**src/rtl/score_digit_scanner_if.sv**
```systemverilog
// Score-to-display bundle: binary score strobe in, busy/overflow status and scanned digit bus out.
// Latency: none, signal grouping only.
// Backpressure: none; a strobe is always accepted and busy is status only.
// Ports (per modport):
//   master : drives score, score_valid; observes busy, overflow, digit_num, an_out
//   slave  : receives score, score_valid; drives busy, overflow, digit_num, an_out
interface score_digit_scanner_if #(
    parameter int SCORE_W = 14
);
    logic [SCORE_W-1:0] score;
    logic               score_valid;
    logic               busy;
    logic               overflow;
    logic [3:0]         digit_num;
    logic [3:0]         an_out;

    modport master (
        output score, score_valid,
        input  busy, overflow, digit_num, an_out
    );

    modport slave (
        input  score, score_valid,
        output busy, overflow, digit_num, an_out
    );
endinterface

```
**src/rtl/score_digit_scanner.sv**
```systemverilog
// Binary score -> 4 BCD digits (sequential double-dabble) -> time-multiplexed digit bus + active-low anodes.
// Latency: strobe at edge N, display regs load at N+15, digit bus shows the new value from N+16 on.
// Backpressure: none; strobes during a conversion land in a one-entry holding reg (latest wins).
// Ports: clk, rst (sync, active-high), bus (slave): score/score_valid in; busy, overflow,
//        digit_num (BCD to decoder), an_out (one-hot-low anodes, bit0 = units) out.
// Option: define SCORE_BLANK_LEADING_ZERO_EN to blank digits above the most significant nonzero one.
module score_digit_scanner #(
    parameter int SCAN_DIV = 50000,
    parameter int SCORE_W  = 14
) (
    input  logic                  clk,
    input  logic                  rst,
    score_digit_scanner_if.slave  bus
);
    localparam int DIV_W = (SCAN_DIV > 1) ? $clog2(SCAN_DIV) : 1;
    localparam logic [DIV_W-1:0] DIV_LAST = DIV_W'(SCAN_DIV - 1);
    localparam logic [3:0] ITER_LAST = 4'(SCORE_W - 1);
    localparam logic [SCORE_W-1:0] SAT_MAX = SCORE_W'(9999);

    typedef enum logic [1:0] {IDLE, SHIFT, LOAD} state_t;

    state_t             state;
    logic [SCORE_W-1:0] bin;
    logic [15:0]        bcd;
    logic [3:0]         iter;
    logic               ovf_cur;
    logic [SCORE_W-1:0] hold_val;
    logic               hold_ovf;
    logic               pending;
    logic [15:0]        disp;
    logic               busy_r;
    logic               ovf_r;

    logic [DIV_W-1:0]   div_cnt;
    logic [1:0]         digit_sel;
    logic [3:0]         digit_r;
    logic [3:0]         an_r;

    logic [SCORE_W-1:0] sat_val;
    logic               sat_ovf;
    logic [15:0]        bcd_adj;
    logic [3:0]         digit_next;
    logic [3:0]         an_next;

    // Saturate anything above 9999 so four BCD digits always suffice.
    always_comb begin
        sat_ovf = (bus.score > SAT_MAX);
        sat_val = sat_ovf ? SAT_MAX : bus.score;
    end

    // Double-dabble correction: any nibble >= 5 gets +3 before the shift.
    always_comb begin
        bcd_adj = bcd;
        for (int k = 0; k < 4; k++) begin
            if (bcd[4*k +: 4] >= 4'd5)
                bcd_adj[4*k +: 4] = bcd[4*k +: 4] + 4'd3;
        end
    end

    always_ff @(posedge clk) begin
        if (rst) begin
            state    <= IDLE;
            bin      <= '0;
            bcd      <= '0;
            iter     <= '0;
            ovf_cur  <= 1'b0;
            hold_val <= '0;
            hold_ovf <= 1'b0;
            pending  <= 1'b0;
            disp     <= '0;
            busy_r   <= 1'b0;
            ovf_r    <= 1'b0;
        end else begin
            case (state)
                IDLE: begin
                    if (bus.score_valid) begin
                        bin     <= sat_val;
                        bcd     <= '0;
                        ovf_cur <= sat_ovf;
                        iter    <= '0;
                        busy_r  <= 1'b1;
                        state   <= SHIFT;
                    end
                end
                SHIFT: begin
                    bcd  <= {bcd_adj[14:0], bin[SCORE_W-1]};
                    bin  <= {bin[SCORE_W-2:0], 1'b0};
                    iter <= iter + 4'd1;
                    if (iter == ITER_LAST)
                        state <= LOAD;
                    if (bus.score_valid) begin
                        hold_val <= sat_val;
                        hold_ovf <= sat_ovf;
                        pending  <= 1'b1;
                    end
                end
                LOAD: begin
                    disp  <= bcd;
                    ovf_r <= ovf_cur;
                    // A strobe landing on LOAD is newer than anything held, so it wins.
                    if (bus.score_valid) begin
                        bin     <= sat_val;
                        ovf_cur <= sat_ovf;
                        bcd     <= '0;
                        iter    <= '0;
                        pending <= 1'b0;
                        state   <= SHIFT;
                    end else if (pending) begin
                        bin     <= hold_val;
                        ovf_cur <= hold_ovf;
                        bcd     <= '0;
                        iter    <= '0;
                        pending <= 1'b0;
                        state   <= SHIFT;
                    end else begin
                        busy_r <= 1'b0;
                        state  <= IDLE;
                    end
                end
                default: state <= IDLE;
            endcase
        end
    end

    always_comb begin
        digit_next = 4'd0;
        case (digit_sel)
            2'd0: digit_next = disp[3:0];
            2'd1: digit_next = disp[7:4];
            2'd2: digit_next = disp[11:8];
            2'd3: digit_next = disp[15:12];
            default: digit_next = 4'd0;
        endcase
        an_next = ~(4'b0001 << digit_sel);
`ifdef SCORE_BLANK_LEADING_ZERO_EN
        // A slot is lit if it or any higher digit is nonzero; units always lit.
        if ((digit_sel == 2'd1 && disp[15:4]  == 12'd0) ||
            (digit_sel == 2'd2 && disp[15:8]  == 8'd0)  ||
            (digit_sel == 2'd3 && disp[15:12] == 4'd0))
            an_next = 4'b1111;
`endif
    end

    // Free-running scan, never stalled or realigned by conversions.
    always_ff @(posedge clk) begin
        if (rst) begin
            div_cnt   <= '0;
            digit_sel <= 2'd0;
            digit_r   <= 4'd0;
            an_r      <= 4'b1111;
        end else begin
            if (div_cnt == DIV_LAST) begin
                div_cnt   <= '0;
                digit_sel <= digit_sel + 2'd1;
            end else begin
                div_cnt <= div_cnt + 1'b1;
            end
            digit_r <= digit_next;
            an_r    <= an_next;
        end
    end

    assign bus.busy      = busy_r;
    assign bus.overflow  = ovf_r;
    assign bus.digit_num = digit_r;
    assign bus.an_out    = an_r;
endmodule

```
**src/flat_wrapper.sv**
```systemverilog
// flat-port wrapper written by rule: the top's interface ports become plain ports
module score_digit_scanner_flat 
#(
    parameter int SCAN_DIV = 50000,
    parameter int SCORE_W  = 14
)
  (clk, rst, bus_score, bus_score_valid, bus_busy, bus_overflow, bus_digit_num, bus_an_out);
  score_digit_scanner_if #(.SCORE_W(SCORE_W)) bus_i ();
  input  logic clk;
  input  logic rst;
  input wire logic [$bits(bus_i.score)-1:0] bus_score;
  input wire logic [$bits(bus_i.score_valid)-1:0] bus_score_valid;
  output wire logic [$bits(bus_i.busy)-1:0] bus_busy;
  output wire logic [$bits(bus_i.overflow)-1:0] bus_overflow;
  output wire logic [$bits(bus_i.digit_num)-1:0] bus_digit_num;
  output wire logic [$bits(bus_i.an_out)-1:0] bus_an_out;
  assign bus_i.score = bus_score;
  assign bus_i.score_valid = bus_score_valid;
  assign bus_busy = bus_i.busy;
  assign bus_overflow = bus_i.overflow;
  assign bus_digit_num = bus_i.digit_num;
  assign bus_an_out = bus_i.an_out;
  score_digit_scanner #(.SCAN_DIV(SCAN_DIV), .SCORE_W(SCORE_W)) u_core (.clk(clk), .rst(rst), .bus(bus_i));
endmodule
```
**config.mk**
```make
export PLATFORM = sky130hd
export DESIGN_NAME = score_digit_scanner_flat
export DESIGN_NICKNAME = d
export VERILOG_FILES = /design/src/rtl/score_digit_scanner_if.sv /design/src/rtl/score_digit_scanner.sv /design/src/flat_wrapper.sv
export SDC_FILE = /design/constraint.sdc
export NUM_CORES = 1
export LEC_CHECK = 0
export CELL_PAD_IN_SITES_DETAIL_PLACEMENT = 1
export CELL_PAD_IN_SITES_GLOBAL_PLACEMENT = 1
export CORE_MARGIN = 2
export CORE_UTILIZATION = 49
export DETAILED_ROUTE_END_ITERATION = 10
export GPL_TIMING_DRIVEN = 0
export PLACE_DENSITY_LB_ADDON = 0.1
export SLEW_MARGIN = 10
export SYNTH_ARGS = -nofsm -noshare
export SYNTH_HDL_FRONTEND = slang
export SYNTH_SLANG_ARGS = --single-unit
```
**constraint.sdc**
```tcl
create_clock -name clk -period 4.3 [get_ports clk]
set_clock_uncertainty 0.05 [all_clocks]
set_input_delay 0.86 -clock clk [delete_from_list [all_inputs] [get_ports clk]]
set_output_delay 0.86 -clock clk [all_outputs]
set_load 0.02 [all_outputs]
```
==> metrics.md, run 1 <==
| Metric | Value |
|---|---|
| WL final | `12100 um` |
| Ant diodes | `0` |
| Hold_buf cts | `0` |
| Fin area | `5050 um^2` |
| First-pass GRT wire length | `20200 um` |
| Vias per std cell | `6.00` |
| Post-synth top area share | `43.3%` |
| Fin nets | `566` |
| Commonest non-fill, non-tap cell in the layout | `dfxtp_1` |
| HP Class | `reg2reg` |
| Die width | `99.6 um` |
| WL/cell | `18.9 um` |
| Slew HR | `47.5%` |
| Final hold vios | `0` |
| Core area | `8810 um^2` |
| Root Driver | `clkbuf_8` |
| Full die area | `9930 um^2` |
| Initial antenna violation count | `0` |
| Worst-margin pin slew | `0.787 ns` |
| Initial detailed-routing violation count | `164` |
| All-layer global routing usage | `25.5%` |
| CP Launch Type | `input pin` |
| Setup_tns | `0 ns` |
| Clock latency on the worst-skew pair | `0.36 ns` |
| Crit-path leading delay family | `buffers and inverters` |
| RSZ-0062 raised after global routing | `false` |
| DRT Pass-1 Iters | `5` |
| Commonest cells after routing, fill and taps aside | `97 x dfxtp_1, 61 x nor2_1, 31 x a21oi_1` |
| Routed via count | `3844` |
| DP HPWL | `8660 um` |
| Ranking of synthesized cells by area | `dfxtp_1 43%, ha_1 5.9%, mux2i_1 5.4%` |
| Vias in the first global route | `4041` |
| Layout area overhead | `12.6%` |
| Power Density | `349 nW/um^2` |
| Post-synth EDFFs | `0` |
| Final cycle utilization of the critical path | `61.2%` |
| Total leakage power | `0.00180 uW` |
| Final Power | `1760 uW` |
| Setup slack, reg-to-reg | `2.03 ns` |
| Netlist Area Pre-Place | `4480 um^2` |
| Comb power frac | `12.5%` |
| DRC viols | `0` |
| Max Clock Freq | `380 MHz` |
| Fin crit period | `2.63 ns` |
| Syn_nets | `531` |
| Critical path class | `in2reg` |
| Switch share | `28.2%` |
| Mapped Avg Cell Area | `9.09 um^2` |
| DP Area | `4860 um^2` |
| CTS Sinks | `97` |
| CTS-repair resized insts | `0` |
| Syn Inst Count | `493` |
| Req. time, crit path | `4.55 ns` |
| Reg clk slew, reported paths | `0.10 ns` |
| Critical Path AT | `2.88 ns` |
| Internal power | `1270 uW` |
| Initial Util | `50.9%` |
| IO Count | `27` |
| Final worst hold slack | `0.413 ns` |
| Post-Route Utilization | `57.3%` |
| Synth cell types | `51` |
| WP buf/inv | `3` |
| Routability Congestion | `0.814` |
| Clock power frac | `32.8%` |
| Antenna viol nets, final | `0` |
| Crit-path max cell delay | `0.56 ns` |
| CTS Buf Count | `9` |
| Critical path's slowest cell | `clkdlybuf4s50_1` |
| Ys Warns | `0` |
| Max-cap check violation count | `0` |
| Main synth FF type | `dfxtp_1` |
| Gr ovfl total | `0` |
| Chip Height | `99.6 um` |
| Yosys top cell by area | `dfxtp_1` |
| Crit path capture type | `flip-flop` |
| CP cell instances | `clkdlybuf4s50_1 -> buf_2 -> and2_0 -> clkbuf_1 -> a31oi_1 -> nor2_1` |
| P_sw | `497 uW` |
| Slew Limit Fails | `0` |
| Synth Register Bits | `97` |
| Number of port buffers | `24` |
| Number of setup buffers added after CTS | `0` |
| Largest buffer count on any clock path | `2` |
| Rows | `34` |
| Maximum vdd drop | `0.000136 V` |
| CTS tree | `yes` |
| Largest net degree at the start of global routing | `17` |
| Sequential area share after synthesis | `43.3%` |
| Peak fanout along the critical path | `10` |
| H-tree depth | `3` |
| Reg power frac | `54.7%` |
| Outcome | `complete, no violations` |
| Ys async rst share | `0%` |
| Layout cells sized above 1 | `6.00%` |
| # setup viols final | `0` |
cell type report:
class | instances | area (um^2)
Fill cell | 1062 | 3760
Multi-Input combinational cell | 347 | 2340
Sequential cell | 97 | 1940
Timing Repair Buffer | 24 | 240
Clock buffer | 11 | 151
Tap cell | 108 | 135
Buffer | 29 | 123
Inverter | 20 | 75.1
Clock inverter | 5 | 38.8
power by group through the flow:
stage          Clock [uW]  Sequential, uW  Combinational [uW]
2_1_floorplan           0             976                 144
6_report              579             964                 221
3_5_place_dp            0             983                 216
5_1_grt               619             967                 244
4_1_cts               586             963                 219
3_3_place_gp            0             980                 210
cells by family after synthesis:
| group | Yosys count | share of synthesized area, % |
|---|---|---|
| muxes | 25 | 5.61 |
| and+or+nand+nor | 159 | 17.4 |
| xor gates and xnor gates | 19 | 3.71 |
| AOI/OAI and AO/OA | 123 | 19.7 |
| buffers and inverters | 49 | 4.41 |
| DFF | 97 | 43.3 |
| adders and majority gates | 21 | 5.86 |
path summary, 6_finish.rpt:
kind	start	end	cells past startpoint
worst min-delay path	u_core.hold_ovf$_SDFFE_PP0P_	u_core.hold_ovf$_SDFFE_PP0P_	2
worst max-delay path	bus_score_valid	u_core.hold_val[6]$_SDFFE_PP0P_	6
worst max register to register	u_core.state[0]$_SDFFE_PP0P_	u_core.bcd[7]$_SDFFE_PP0P_	8
worst min register to register	u_core.hold_ovf$_SDFFE_PP0P_	u_core.hold_ovf$_SDFFE_PP0P_	2
tightest hold or removal path, cell delays in order, from the launching register on:
cell and delay (ns):
dfxtp_1 0.32, nand2_1 0.05, a21oi_1 0.05
metal layers:
layer	wire [um]	global-route usage [%]	vias up
met5	0	0	-
met4	233	9.06	0
met3	369	3.44	17
met2	6120	45.1	76
met1	5370	31.7	1905
li1	-	-	1846
synth_stat cells, drive strengths merged (4+ instances only):
cell type / instances
o31ai: 9
dfxtp: 97
nor2b: 4
buf: 13
nor4: 4
a211oi: 4
o21ai: 19
and2: 7
a22o: 15
o311ai: 6
a22oi: 6
nor2: 61
a31oi: 4
mux2i: 24
nor3: 16
xnor2: 17
a2bb2oi: 4
clkbuf: 16
a222oi: 5
ha: 21
nand2: 27
nand4: 5
nor3b: 8
a311oi: 7
nand3: 9
inv: 20
nand2b: 8
a21oi: 31
flip-flops by register name (all words and copies together), names as in the netlist, 4 cells and up:
name and count:
u_core.bcd 16, u_core.bin 14, u_core.bus.an_out 4, u_core.bus.digit_num 4, u_core.disp 16, u_core.div_cnt 16
u_core.hold_val 14, u_core.iter 4
stage by stage:
stage / cells / setup WS, ns
after floorplan: 493 / 2.23
after global placement: 625 / 1.44
after detailed placement: 625 / 1.34
after CTS: 641 / 1.70
after global routing: 641 / 1.52
final: 641 / 1.67
No activity file was read; power rests on OpenSTA's default activity.
==> inputs of run 2 (changes only) <==
--- a/config.mk
+++ b/config.mk
@@ -8,7 +8,7 @@
 export CELL_PAD_IN_SITES_DETAIL_PLACEMENT = 1
 export CELL_PAD_IN_SITES_GLOBAL_PLACEMENT = 1
 export CORE_MARGIN = 2
-export CORE_UTILIZATION = 49
+export CORE_UTILIZATION = 41
 export DETAILED_ROUTE_END_ITERATION = 10
 export GPL_TIMING_DRIVEN = 0
 export PLACE_DENSITY_LB_ADDON = 0.1
==> constraint.sdc (replaced) <==
create_clock -name clk -period 2.3 [get_ports clk]
set_clock_uncertainty 0.05 [all_clocks]
set_input_delay 0.46 -clock clk [delete_from_list [all_inputs] [get_ports clk]]
set_output_delay 0.46 -clock clk [all_outputs]
set_load 0.02 [all_outputs]
==> run 2 against run 1 <==
  * Final cell count increased by 5.1%
  * Wire length about the same
  * First-iteration DRC count increased by 16%
  * Critical endpoint is now u_core.hold_val[9]$_SDFFE_PP0P_
  * Largest cell class unchanged
  * Sequential share of layout area decreased by 1.0 points
  * Highest routed layer unchanged
==> metrics.md, run 2 (synthesized netlist as in run 1, its figures left out) <==
| Metric | Value |
|---|---|
| Outcome | `complete, no violations` |
| Worst Setup SP | `bus_score_valid` |
| Peak fanout along the critical path | `10 (unchanged)` |
| HP Class | `in2reg` |
| Slew Limit Fails | `0 (unchanged)` |
| DRC viols | `0 (unchanged)` |
| Critical Path AT | `2.45 ns (-0.43 ns)` |
| Critical path class | `in2reg` |
| Final worst hold slack | `0.388 ns (-0.0243 ns)` |
| IO Count | `27 (unchanged)` |
| Commonest cells after routing, fill and taps aside | `96 x dfxtp_1, 60 x nor2_1, 31 x a21oi_1` |
| Initial Util | `41.7% (-9.2 points)` |
| Layer carrying the most global-route usage | `met2` |
| Max Clock Freq | `458 MHz` |
| Setup_tns | `0 ns (unchanged)` |
| Full die area | `11800 um^2 (+19%)` |
| Hold_buf cts | `0 (unchanged)` |
| GR Util met3 | `5.79% (+2.3 points)` |
| Layout area overhead | `15.7%` |
| Final cycle utilization of the critical path | `95.0%` |
| WL final | `12100 um (about the same)` |
| Setup ws final | `0.115 ns (-1.55 ns)` |
| Clock power frac | `39.7% (+6.9 points)` |
| Post-Route Utilization | `48.2% (-9.1 points)` |
| CTS Sinks | `97 (unchanged)` |
| Largest net degree at the start of global routing | `17 (unchanged)` |
| WL/cell | `17.9 um (-5.0%)` |
| Power Density | `710 nW/um^2 (+100%)` |
| M2 GR Usage | `36.9% (-8.1 points)` |
| Switch share | `25.5% (-2.7 points)` |
| CTS Buf Count | `9 (unchanged)` |
| Total leakage power | `0.00184 uW (+2.4%)` |
| H-tree depth | `3 (unchanged)` |
| Number of port buffers | `24 (unchanged)` |
| Internal power | `2740 uW (+120%)` |
| Reg clk slew, reported paths | `0.10 ns (about the same)` |
| Maximum vdd drop | `0.000440 V (+220%)` |
| DRT Pass-1 Iters | `5 (unchanged)` |
| Pre-CTS setup slack | `-0.270 ns (-1.61 ns)` |
| Vias in the first global route | `3915 (-3.1%)` |
| P_sw | `938 uW (+89%)` |
| First-pass GRT wire length | `20000 um (-0.58%)` |
| Crit path capture type | `flip-flop` |
| RSZ-0062 raised after global routing | `false` |
| DP HPWL | `8660 um (about the same)` |
| Req. time, crit path | `2.56 ns (-1.99 ns)` |
| M1 GR Usage | `29.4% (-2.3 points)` |
| Ant diodes | `0 (unchanged)` |
| CP Launch Type | `input pin` |
| Initial antenna violation count | `0 (unchanged)` |
| Fillcell total | `1267 (+19%)` |
| Slew HR | `49.5% (+2.0 points)` |
| Routed via count | `3777 (-1.7%)` |
| Routability Congestion | `0.767 (-5.7%)` |
| Chip Height | `109 um (+8.9%)` |
| Largest regs | `u_core.bcd (16), u_core.disp (16), u_core.div_cnt (16)` |
| Max-cap check violation count | `0 (unchanged)` |
| All-layer global routing usage | `22.3% (-3.1 points)` |
| Commonest non-fill, non-tap cell in the layout | `dfxtp_1` |
| Final hold vios | `0 (unchanged)` |
| Core area | `10700 um^2 (+22%)` |
| Gr ovfl total | `0 (unchanged)` |
| Vias per std cell | `5.60 (-6.6%)` |
| Initial detailed-routing violation count | `190 (+16%)` |
| CTS tree | `yes` |
| Largest buffer count on any clock path | `2 (unchanged)` |
| Rows | `38 (+12%)` |
| Worst R2R Start | `u_core.state[0]$_SDFFE_PP0P_` |
| Worst hold start | `bus_score[13]` |
| Root Driver | `clkbuf_8` |
| Comb power frac | `11.4% (-1.1 points)` |
| # setup viols final | `0 (unchanged)` |
| Worst-margin pin slew | `0.757 ns (-0.0303 ns)` |
| Reg power frac | `48.9% (-5.8 points)` |
| Antenna viol nets, final | `0 (unchanged)` |
| Fin nets | `567 (+0.18%)` |
| Die width | `109 um (+8.9%)` |
| Fin crit period | `2.19 ns` |
| Final Power | `3680 uW (+110%)` |
| Layout cells sized above 1 | `6.93% (+0.93 points)` |
| Clock latency on the worst-skew pair | `0.39 ns (+0.03 ns)` |
[run 2: metrics by stage]
stage	instances	instance area (um^2)
after floorplan	493	4480
after global routing	674	5180
after CTS	673	5160
after global placement	657	4900
after detailed placement	657	4900
final	674	5180
[run 2: area by class of cell]
type / instances / area [um^2] / share of cell area [%]
Tap cell: 140 / 175 / 3.38
Multi-Input combinational cell: 347 / 2340 / 45.2
Clock buffer: 9 / 124 / 2.39
Sequential cell: 97 / 1940 / 37.5
Timing Repair Buffer: 25 / 248 / 4.78
Inverter: 20 / 75.1 / 1.45
Clock inverter: 7 / 143 / 2.75
Buffer: 29 / 133 / 2.56
[run 2: timing repair]
item / 4_1_cts / 5_1_grt
endpoints found under the hold margin: 0 / 0
resized for setup: 0 / 11
setup buffers: 0 / 1
endpoints found under the setup margin: 0 / 15
[run 2: power by group through the flow]
stage | registers (uW) | clock network, uW | logic [uW]
finish | 1800 | 1460 | 419
global route | 1810 | 1570 | 463
CTS | 1800 | 1500 | 413
detailed placement | 1840 | 0 | 409
global placement | 1840 | 0 | 399
floorplan | 1820 | 0 | 270
[run 2: final timing paths]
kind,cells after the start,endpoint,slack (ns)
max reg2reg,8,u_core.bcd[11]$_SDFFE_PP0P_,0.20
max,6,u_core.hold_val[9]$_SDFFE_PP0P_,0.11
min reg2reg,2,u_core.hold_ovf$_SDFFE_PP0P_,0.42
min,3,u_core.hold_val[13]$_SDFFE_PP0P_,0.39
[run 2: worst max-delay path, cell delays in order]
cell	delay, ns
clkdlybuf4s50_1	0.59
buf_2	0.26
and2_0	0.36
clkbuf_1	0.49
nor2_1	0.10
nor3_1	0.18
[run 2: per-layer routing]
metal	wire length (um)	share of wire [%]
met1	5890	49
met2	5700	47
met3	395	3.3
met4	89	0.74
met5	0	0
